`src/rtl/operand_regs_if.sv`:
```
// rtl/operand_regs_if.sv - control, bus and result signals between sequencer and operand_regs
interface operand_regs_if #(
   parameter int WIDTH = 8
);
   logic [WIDTH-1:0] bus_in;
   logic             LoadA;
   logic             LoadB;
   logic             WriteBackA;
   logic             AOut;
   logic [1:0]       OpSelect;
   logic [WIDTH-1:0] ALUResults;
   logic [WIDTH-1:0] RegA;
   logic [WIDTH-1:0] RegB;
   logic [WIDTH-1:0] data_out;
   logic             FlagZ;
   logic             FlagC;
   logic             FlagN;

   modport master (
      output bus_in, LoadA, LoadB, WriteBackA, AOut, OpSelect, ALUResults,
      input  RegA, RegB, data_out, FlagZ, FlagC, FlagN
   );

   modport slave (
      input  bus_in, LoadA, LoadB, WriteBackA, AOut, OpSelect, ALUResults,
      output RegA, RegB, data_out, FlagZ, FlagC, FlagN
   );
endinterface

```
`src/rtl/operand_regs.sv`:
```
// rtl/operand_regs.sv - A/B operand registers with ALU write-back and Z/C/N status flags
// Carry is recomputed here from the pre-edge A/B rather than taken from the ALU.
module operand_regs #(
   parameter int WIDTH = 8
) (
   input  logic         clk,
   input  logic         rst_n,
   operand_regs_if.slave bus
);
   logic [WIDTH-1:0] a_q, a_d;
   logic [WIDTH-1:0] b_q, b_d;
   logic             z_q, z_d;
   logic             c_q, c_d;
   logic             n_q, n_d;
   logic [WIDTH:0]   sum;

   assign sum = {1'b0, a_q} + {1'b0, b_q};

   always_comb begin
      a_d = a_q;
      b_d = b_q;
      z_d = z_q;
      c_d = c_q;
      n_d = n_q;
      // Write-back outranks LoadA; flags move only with write-back.
      if (bus.WriteBackA) begin
         a_d = bus.ALUResults;
         z_d = (bus.ALUResults == '0);
         n_d = bus.ALUResults[WIDTH-1];
         case (bus.OpSelect)
            2'b00:   c_d = sum[WIDTH];
            2'b01:   c_d = (a_q < b_q);
            default: c_d = 1'b0;
         endcase
      end else if (bus.LoadA) begin
         a_d = bus.bus_in;
      end
      if (bus.LoadB) begin
         b_d = bus.bus_in;
      end
   end

   always_ff @(posedge clk or negedge rst_n) begin
      if (!rst_n) begin
         a_q <= '0;
         b_q <= '0;
         z_q <= 1'b0;
         c_q <= 1'b0;
         n_q <= 1'b0;
      end else begin
         a_q <= a_d;
         b_q <= b_d;
         z_q <= z_d;
         c_q <= c_d;
         n_q <= n_d;
      end
   end

   assign bus.RegA     = a_q;
   assign bus.RegB     = b_q;
   assign bus.FlagZ    = z_q;
   assign bus.FlagC    = c_q;
   assign bus.FlagN    = n_q;
   assign bus.data_out = bus.AOut ? a_q : '0;
endmodule

```
`src/flat_wrapper.sv`:
```
// flat-port wrapper written by rule: the top's interface ports become plain ports
module operand_regs_flat 
#(
   parameter int WIDTH = 8
)
  (clk, rst_n, bus_bus_in, bus_LoadA, bus_LoadB, bus_WriteBackA, bus_AOut, bus_OpSelect, bus_ALUResults, bus_RegA, bus_RegB, bus_data_out, bus_FlagZ, bus_FlagC, bus_FlagN);
  operand_regs_if #(.WIDTH(WIDTH)) bus_i ();
  input  logic clk;
  input  logic rst_n;
  input wire logic [$bits(bus_i.bus_in)-1:0] bus_bus_in;
  input wire logic [$bits(bus_i.LoadA)-1:0] bus_LoadA;
  input wire logic [$bits(bus_i.LoadB)-1:0] bus_LoadB;
  input wire logic [$bits(bus_i.WriteBackA)-1:0] bus_WriteBackA;
  input wire logic [$bits(bus_i.AOut)-1:0] bus_AOut;
  input wire logic [$bits(bus_i.OpSelect)-1:0] bus_OpSelect;
  input wire logic [$bits(bus_i.ALUResults)-1:0] bus_ALUResults;
  output wire logic [$bits(bus_i.RegA)-1:0] bus_RegA;
  output wire logic [$bits(bus_i.RegB)-1:0] bus_RegB;
  output wire logic [$bits(bus_i.data_out)-1:0] bus_data_out;
  output wire logic [$bits(bus_i.FlagZ)-1:0] bus_FlagZ;
  output wire logic [$bits(bus_i.FlagC)-1:0] bus_FlagC;
  output wire logic [$bits(bus_i.FlagN)-1:0] bus_FlagN;
  assign bus_i.bus_in = bus_bus_in;
  assign bus_i.LoadA = bus_LoadA;
  assign bus_i.LoadB = bus_LoadB;
  assign bus_i.WriteBackA = bus_WriteBackA;
  assign bus_i.AOut = bus_AOut;
  assign bus_i.OpSelect = bus_OpSelect;
  assign bus_i.ALUResults = bus_ALUResults;
  assign bus_RegA = bus_i.RegA;
  assign bus_RegB = bus_i.RegB;
  assign bus_data_out = bus_i.data_out;
  assign bus_FlagZ = bus_i.FlagZ;
  assign bus_FlagC = bus_i.FlagC;
  assign bus_FlagN = bus_i.FlagN;
  operand_regs #(.WIDTH(WIDTH)) u_core (.clk(clk), .rst_n(rst_n), .bus(bus_i));
endmodule
```
`config.mk`:
```
export PLATFORM = sky130hd
export DESIGN_NAME = operand_regs_flat
export DESIGN_NICKNAME = d
export VERILOG_FILES = /design/src/rtl/operand_regs_if.sv /design/src/rtl/operand_regs.sv /design/src/flat_wrapper.sv
export SDC_FILE = /design/constraint.sdc
export NUM_CORES = 1
export LEC_CHECK = 0
export CAP_MARGIN = 20
export CORE_ASPECT_RATIO = 0.5
export CORE_UTILIZATION = 25
export DETAILED_ROUTE_END_ITERATION = 7
export HOLD_SLACK_MARGIN = 0.06
export PLACE_DENSITY_LB_ADDON = 0.08
export SETUP_SLACK_MARGIN = 0.4
export SLEW_MARGIN = 20
export SYNTH_ARGS = -nofsm -noshare
export SYNTH_HDL_FRONTEND = slang
export SYNTH_SLANG_ARGS = --single-unit
```
`constraint.sdc`:
```
create_clock -name clk -period 1.61 [get_ports clk]
set_input_delay 0.4025 -clock clk [delete_from_list [all_inputs] [get_ports clk]]
set_output_delay 0.4025 -clock clk [all_outputs]
set_load 0.1 [all_outputs]
```
* After elaboration in Yosys (flattened, before gate mapping)
Index checks and enable logic that the tools add are counted.
Storage, ports and cells: register bits after elaboration 19, latch bits 0, RAM bits 0, memory bits (read-only) 0, input bits 24, logic and storage cells 15, memories kept 0
Operators by class: $add $sub $neg 1, multipliers 0, div/mod/pow operators 0, magnitude comparators 1, equality and inequality tests 1, shifts and indexed selects 0, multiplexer cells 4, bitwise operators 0, reduce and logical (&&, ||, !) cells 3
Operators with widths (number):
- $mux 8 | 3
- $add 8x8->9 | 1
- $logic_not 8->1 | 1
- $lt 8x8->1 | 1
- $eq 2x1->1 const B | 1
- $logic_not 2->1 | 1
- $pmux 1 s2 | 1
- $reduce_bool 2->1 | 1

* Longest topological paths before layout
Gate-level depths: netlist (run 1).
depth in word-level cells 2, mapped depth 7, mapped depth without buffers 7

* Worst setup path after synthesis (run 1)
Ideal clock, no wire load.
kind flip-flop to output port, start register u_core.a_q[1] (netlist: u_core.bus.RegA[1]), end output port bus_data_out[1], data arrival time 1813 ps, required time 1207 ps, setup slack -605 ps, stages on the path, launching flop included 2, buffers on the path 0, cell sequence dfrtp_1 -> and2_1
Between the ends: cells in the longest elaborated chain, start to end 1
Ends and longest elaborated chain:
- from (decl) | RTL line operand_regs.sv:10 | logic [WIDTH-1:0] a_q, a_d;
- from (signal assigned) | RTL line operand_regs.sv:45 | a_q <= '0;
- from (signal assigned) | RTL line operand_regs.sv:51 | a_q <= a_d;
- $mux 8 | RTL line operand_regs.sv:64 | assign bus.data_out = bus.AOut ? a_q : '0;
- to (decl) | RTL line flat_wrapper.sv:19 | output wire logic [$bits(bus_i.data_out)-1:0] bus_data_out;
Every way passes these cells.

* Worst setup path after layout (run 1)
start register u_core.a_q[1] (netlist: u_core.bus.RegA[1]), end register u_core.c_q (netlist: u_core.bus.FlagC)
Between the ends: cells in the longest elaborated chain, start to end 2, elaborated cells between the ends (all ways) 3
Ends and longest elaborated chain:
- $add 8x8->9 / $lt 8x8->1 (equally long branches) | RTL line operand_regs.sv:17, operand_regs.sv:32
- $pmux 1 s2 * | RTL line operand_regs.sv:30 | case (bus.OpSelect)
- to (signal assigned) | RTL line operand_regs.sv:48 | c_q <= 1'b0;
- to (signal assigned) | RTL line operand_regs.sv:54 | c_q <= c_d;
- to (decl) | RTL line operand_regs.sv:13 | logic c_q, c_d;
Mark *: on every way between the ends. The rest lies on a longest branch, timed or not. A chain may end at the register's enable or synchronous reset.

==> results of run 1 <==
==> state kept, by name (all words and copies together) (netlist names) <==
register	count
u_core.bus.FlagZ	1
u_core.bus.RegB	8
u_core.bus.FlagN	1
u_core.bus.RegA	8
u_core.bus.FlagC	1
==> how the worst min path moves through the flow <==
stage	from	slack, ns	endpoint
after floorplan	rst_n	0.11	u_core.bus.FlagC
after global placement	u_core.bus.FlagZ	0.53	u_core.bus.FlagZ
after detailed placement	u_core.bus.FlagZ	0.53	u_core.bus.FlagZ
after CTS	rst_n	0.47	u_core.bus.FlagN
after global routing	rst_n	0.48	u_core.bus.FlagN
final	rst_n	0.46	u_core.bus.FlagN
==> cells in the final DEF, fill, tap and decap left out, drive strengths merged, types with 2 or more instances in the layout <==
cell type and count:
ha 14, nor2 3, o21ai 17, nand2b 2, nand2 15, inv 11
a21oi 3, nor4 2, clkbuf 3, buf 62, dfrtp 19, and2 8
clkdlybuf4s50 21, mux2i 8, o21bai 3
==> metrics by stage <==
stage	utilization	cell area (sq um)	setup TNS, ns	instances	hold slack, ns
global placement	0.533	2210	-1.44	234	0.528
finish	0.609	2520	-0.128	259	0.463
global route	0.609	2520	-0.406	259	0.482
CTS	0.601	2490	-0.0749	256	0.474
floorplan	-	1260	-0.0824	119	0.107
detailed placement	0.533	2210	-1.62	234	0.531
==> area by class of cell <==
| class | instances | area (sq um) | share of cell area |
|---|---|---|---|
| timing repair buffer | 85 | 1140 | 0.452 |
| clock buffer | 3 | 41.3 | 0.0164 |
| sequential | 19 | 536 | 0.212 |
| inverter | 11 | 46.3 | 0.0183 |
| multi-input combinational | 86 | 684 | 0.271 |
| clock inverter | 1 | 7.51 | 0.00297 |
| tap | 54 | 67.6 | 0.0268 |
==> logic make-up after synthesis <==
group,count (synthesis),share of synthesized area
buf+inv,14,0.0470
flops,19,0.415
simple gates,33,0.141
fa+ha+maj,14,0.153
compound gates,30,0.164
mux,9,0.0798
==> worst register-to-register path, cell delays in order (launching register included) <==
cell      delay (ns)
dfrtp_4         0.51
buf_6           0.13
ha_4            0.25
nor2_1          0.04
a311oi_1        0.22
o21bai_1        0.12
a22oi_1         0.19
a32oi_1         0.11
==> metal layers <==
metal	track usage	wire, um	vias up
li1	-	-	582
met2	0.227	1600	35
met3	0.0426	193	4
met5	0	0	-
met1	0.270	2120	543
met4	0.0379	31	0
==> power groups by stage <==
| stage | Sequential (mW) | Clock [mW] | Combinational [mW] |
|---|---|---|---|
| floorplan | 0.917 | 0 | 0.286 |
| global placement | 0.610 | 0 | 1.05 |
| detailed placement | 0.611 | 0 | 1.05 |
| CTS | 0.599 | 0.360 | 1.17 |
| global route | 0.604 | 0.387 | 1.25 |
| finish | 0.599 | 0.357 | 1.20 |
==> repair_timing <==
item	in CTS	in global routing
endpoints found under the setup margin	29	32
buffers inserted	18	3
resized for setup	29	4
pin swaps	1	3
==> impl_metrics.json, run 1 <==
{
  "grt_pass1_vias": 1108,
  "synth_common_cells": "dfrtp_1 (19), o21ai_0 (16), nand2_1 (15)",
  "clk_pin_slew_ns": 0.08,
  "wl_um": 3950,
  "antenna_cells": 0,
  "fin_nets": 244,
  "worstSetupEndpointType": "register",
  "overflow": 0,
  "hold_path.class": "in -> async",
  "synth_area_leader_cell": "dfrtp_1",
  "drv_cap": 0,
  "setup_ws_ns": -0.0916,
  "cts_tree": "yes",
  "path_class": "reg -> reg",
  "irDropWorstVdd_uv": 325,
  "grt_usage": 0.171,
  "post_drt_wl_per_cell_um": 15.2,
  "die_w_um": 97.7,
  "max_stage_delay_ns": 0.51,
  "final.period_utilization": 1.06,
  "cp.depth": 7,
  "gp_congestion": 0.788,
  "die_area_sq_mm": 0.00487,
  "core_sq_mm": 0.00414,
  "postRouteAntennaNets": 0,
  "worst-path-max-fanout": 3,
  "crit_arrival_ns": 1.84,
  "async_flop_share": 1.00,
  "firstDrtPassIters": 6,
  "r2r_slack_ns": -0.09,
  "start_util": 0.276,
  "power.leakage_nw": 1.12,
  "hold_buffers": 0,
  "grt_pass1_wl_um": 6180,
  "drc": 4,
  "num_vias": 1164,
  "std_cell_rows": 16,
  "ctsLongestPathBuffers": 2,
  "synthTopCellsByArea": "dfrtp_1 (42%), ha_1 (15%), mux2i_1 (7.0%)",
  "path_buf_inv": 1,
  "nFillCells": 323,
  "ys_seq_area_frac": 0.415,
  "ff2ff_path_depth": 7,
  "rsz0062_at_grt": "true",
  "crit_path_cell_trace": "buf_6 > ha_4 > nor2_1 > a311oi_1 > o21bai_1 > a22oi_1 > a32oi_1",
  "r2r-start": "u_core.bus.RegA[1]",
  "io_buffers": 50,
  "slew_viol_final": 0,
  "switching_share": 0.425,
  "setup.worst_path.start": "u_core.bus.RegA[1]",
  "crit_path_start_kind": "register",
  "power_frac_comb": 0.556,
  "synth_top_area_frac": 0.415,
  "syn_avg_cell_area_sq_um": 9.62,
  "period_minus_slack_ns": 1.70,
  "dieHeight_um": 49.9,
  "cp.required_ns": 1.75,
  "synth_ff_type": "dfrtp_1",
  "syn_nets": 157,
  "crit_family": "compound AO/OA/AOI/OAI gates",
  "dp_hpwl_um": 3040,
  "clock_tree.root_cell": "clkbuf_8",
  "hold_viol": 0,
  "drt-initial-drc-count": 64,
  "pwr-share-seq": 0.278,
  "power_frac_clock": 0.166,
  "p_sw_uw": 914,
  "post-place-ws_ns": -0.221,
  "drive_above_1_share": 0.493,
  "htree_num_levels": 1,
  "r2r_end": "u_core.bus.FlagC",
  "max_slew_margin": 0.827,
  "synth_most_common_cell": "dfrtp_1",
  "tightest_slew_ns": 0.256,
  "outcome": "finished, violations left",
  "synth-seq-cells": 19,
  "syn_inst": 119,
  "skew_ns": 0.00158,
  "synth.distinct_cells": 27,
  "internal_power_mw": 1.24,
  "antenna_found_initial": 0,
  "netlist_area_sq_mm": 0.00114,
  "crit_slowest_cell": "dfrtp_4",
  "pwr_density_cell_mw_per_mm2": 853,
  "yosys_warnings": 0,
  "numCtsBuffers": 3,
  "io_pins": 51,
  "viasPerCell": 4.49,
  "synth_edf_count": 0,
  "power_mw": 2.15,
  "fmaxAchievable_mhz": 588,
  "cts.sinks": 19,
  "crit_end": "u_core.bus.FlagC",
  "violations": "DRC, setup timing",
  "grt_max_degree": 20,
  "area_growth_pct": 120,
  "setup_viol": 5,
  "clk_latency_ns": 0.26
}
(Power assumes the default switching activity.)
==> inputs of run 2 (changes only) <==
--- a/config.mk
+++ b/config.mk
@@ -7,12 +7,12 @@
 export LEC_CHECK = 0
 export CAP_MARGIN = 20
 export CORE_ASPECT_RATIO = 0.5
+export CORE_MARGIN = 2
 export CORE_UTILIZATION = 25
 export DETAILED_ROUTE_END_ITERATION = 7
 export HOLD_SLACK_MARGIN = 0.06
 export PLACE_DENSITY_LB_ADDON = 0.08
 export SETUP_SLACK_MARGIN = 0.4
-export SLEW_MARGIN = 20
 export SYNTH_ARGS = -nofsm -noshare
 export SYNTH_HDL_FRONTEND = slang
 export SYNTH_SLANG_ARGS = --single-unit
==> run 2 against run 1 <==
Compared with the run above:
- the flow finishes with violations (setup timing)
- critical path depth unchanged
- core utilization decreased by 5.0 points
- die area increased by 6.1%
- sequential share of layout area increased by 0.54 points
- largest cell class unchanged
- register-to-register slack about the same
- fmax about the same
- wire length decreased by 12%
- global-route usage decreased by 2.3 points
- clock-buffer cell count increased by 1
==> impl_metrics.json, run 2 (same netlist as run 1, synthesis figures left out) <==
{
  "io_buffers": 50,
  "worst-path-max-fanout": 3,
  "overflow": 0,
  "wl_um": 3460,
  "setup_ws_ns": -0.0916,
  "fin_cells": 254,
  "dp.cells": 239,
  "power.leakage_nw": 1.09,
  "layout_common_cells": "buf_12 (30), clkdlybuf4s50_1 (21), buf_6 (18)",
  "hold_viol": 0,
  "htree_num_levels": 1,
  "outcome": "finished, violations left",
  "violations": "setup timing",
  "fin_nets": 236,
  "tightest_slew_ns": 0.267,
  "path_class": "reg -> reg",
  "grt_usage": 0.148,
  "worstSetupEndpointType": "register",
  "rsz0062_at_grt": "true",
  "drt-initial-drc-count": 34,
  "std_cell_rows": 17,
  "core_sq_mm": 0.00440,
  "dpl_cell_area_sq_mm": 0.00224,
  "r2r-start": "u_core.bus.RegA[2]",
  "fmaxAchievable_mhz": 588,
  "ctsLongestPathBuffers": 2,
  "area_growth_pct": 115,
  "final_common_cell": "buf_12",
  "die_w_um": 99.7,
  "crit_path_start_kind": "register",
  "hold_path.class": "in -> async",
  "grt_pass1_wl_um": 5740,
  "r2r_slack_ns": -0.09,
  "viasPerCell": 4.48,
  "num_vias": 1139,
  "gp_congestion": 0.798,
  "irDropWorstVdd_uv": 376,
  "period_minus_slack_ns": 1.70,
  "start_util": 0.260,
  "cp.required_ns": 1.74,
  "firstDrtPassIters": 4,
  "post-place-ws_ns": -0.184,
  "max_slew_margin": 0.820,
  "r2r_end": "u_core.bus.FlagC",
  "antenna_found_initial": 0,
  "drive_above_1_share": 0.487,
  "clock_tree.root_cell": "clkbuf_8",
  "drc": 0,
  "nFillCells": 372,
  "dieHeight_um": 51.9,
  "fin_area_sq_mm": 0.00246,
  "power_mw": 2.09,
  "cts_tree": "yes",
  "dp_hpwl_um": 2620,
  "skew_ns": 0.00168,
  "clk_pin_slew_ns": 0.07,
  "io_pins": 51,
  "ff2ff_path_depth": 7,
  "cts.sinks": 19,
  "post_drt_wl_per_cell_um": 13.6,
  "drv_cap": 0,
  "hold_buffers": 0,
  "tns_ns": -0.207,
  "numCtsBuffers": 3,
  "clk_latency_ns": 0.26,
  "crit_arrival_ns": 1.84,
  "pwr_density_cell_mw_per_mm2": 847,
  "slew_viol_final": 0,
  "grt_max_degree": 20,
  "crit_end": "u_core.bus.FlagC",
  "postRouteAntennaNets": 0,
  "final.period_utilization": 1.06,
  "grt_pass1_vias": 1146,
  "die_area_sq_mm": 0.00517,
  "setup.worst_path.start": "u_core.bus.RegA[2]",
  "antenna_cells": 0,
  "setup_viol": 3
}
==> run 2: metal layers <==
layer | vias up | track usage | share of wire
li1 | 570 | - | -
met1 | 539 | 0.207 | 0.50
met2 | 28 | 0.231 | 0.45
met3 | 2 | 0.0403 | 0.046
met4 | 0 | 0.0342 | 0.0084
met5 | - | 0 | 0
==> run 2: power by group <==
part | switching (mW) | internal (mW) | leakage [nW] | total (mW)
Clock | 0.165 | 0.176 | 0.0228 | 0.341
Sequential | 0.0538 | 0.543 | 0.212 | 0.597
Combinational | 0.654 | 0.493 | 0.856 | 1.15
Total | 0.873 | 1.21 | 1.09 | 2.09
==> run 2: layout make-up <==
type / count / area, sq um / share of cell area
Multi-Input combinational cell: 86 / 687 / 0.279
Clock buffer: 4 / 45.0 / 0.0183
Tap cell: 57 / 71.3 / 0.0290
Inverter: 11 / 46.3 / 0.0188
Sequential cell: 19 / 536 / 0.218
Timing Repair Buffer: 77 / 1080 / 0.437
==> run 2: per-stage QoR <==
stage	utilization	hold WS, ns
floorplan	-	0.107
global route	0.559	0.513
CTS	0.552	0.488
finish	0.559	0.481
detailed placement	0.508	0.537
global placement	0.508	0.522
==> run 2: how the worst min path moves through the flow <==
stage	to	slack (ns)	cells after the start
after floorplan	u_core.bus.FlagC	0.11	0
after global routing	u_core.bus.RegB[5]	0.51	2
after detailed placement	u_core.bus.FlagZ	0.54	1
after CTS	u_core.bus.RegB[6]	0.49	2
final	u_core.bus.RegB[5]	0.48	2
after global placement	u_core.bus.FlagZ	0.52	1
==> run 2: timing repair <==
| item | 4_1_cts | 5_1_grt |
|---|---|---|
| gates resized for setup | 26 | 4 |
| pin swaps | 14 | 0 |
| endpoints found under the setup margin | 28 | 36 |
| setup buffers | 10 | 1 |
==> run 2: critical path, stage by stage (launching register included) <==
cell	delay (ns)
dfrtp_4	0.49
buf_6	0.12
ha_4	0.27
nor2b_1	0.05
a311oi_2	0.22
o21bai_2	0.13
a22oi_1	0.18
a32oi_1	0.11
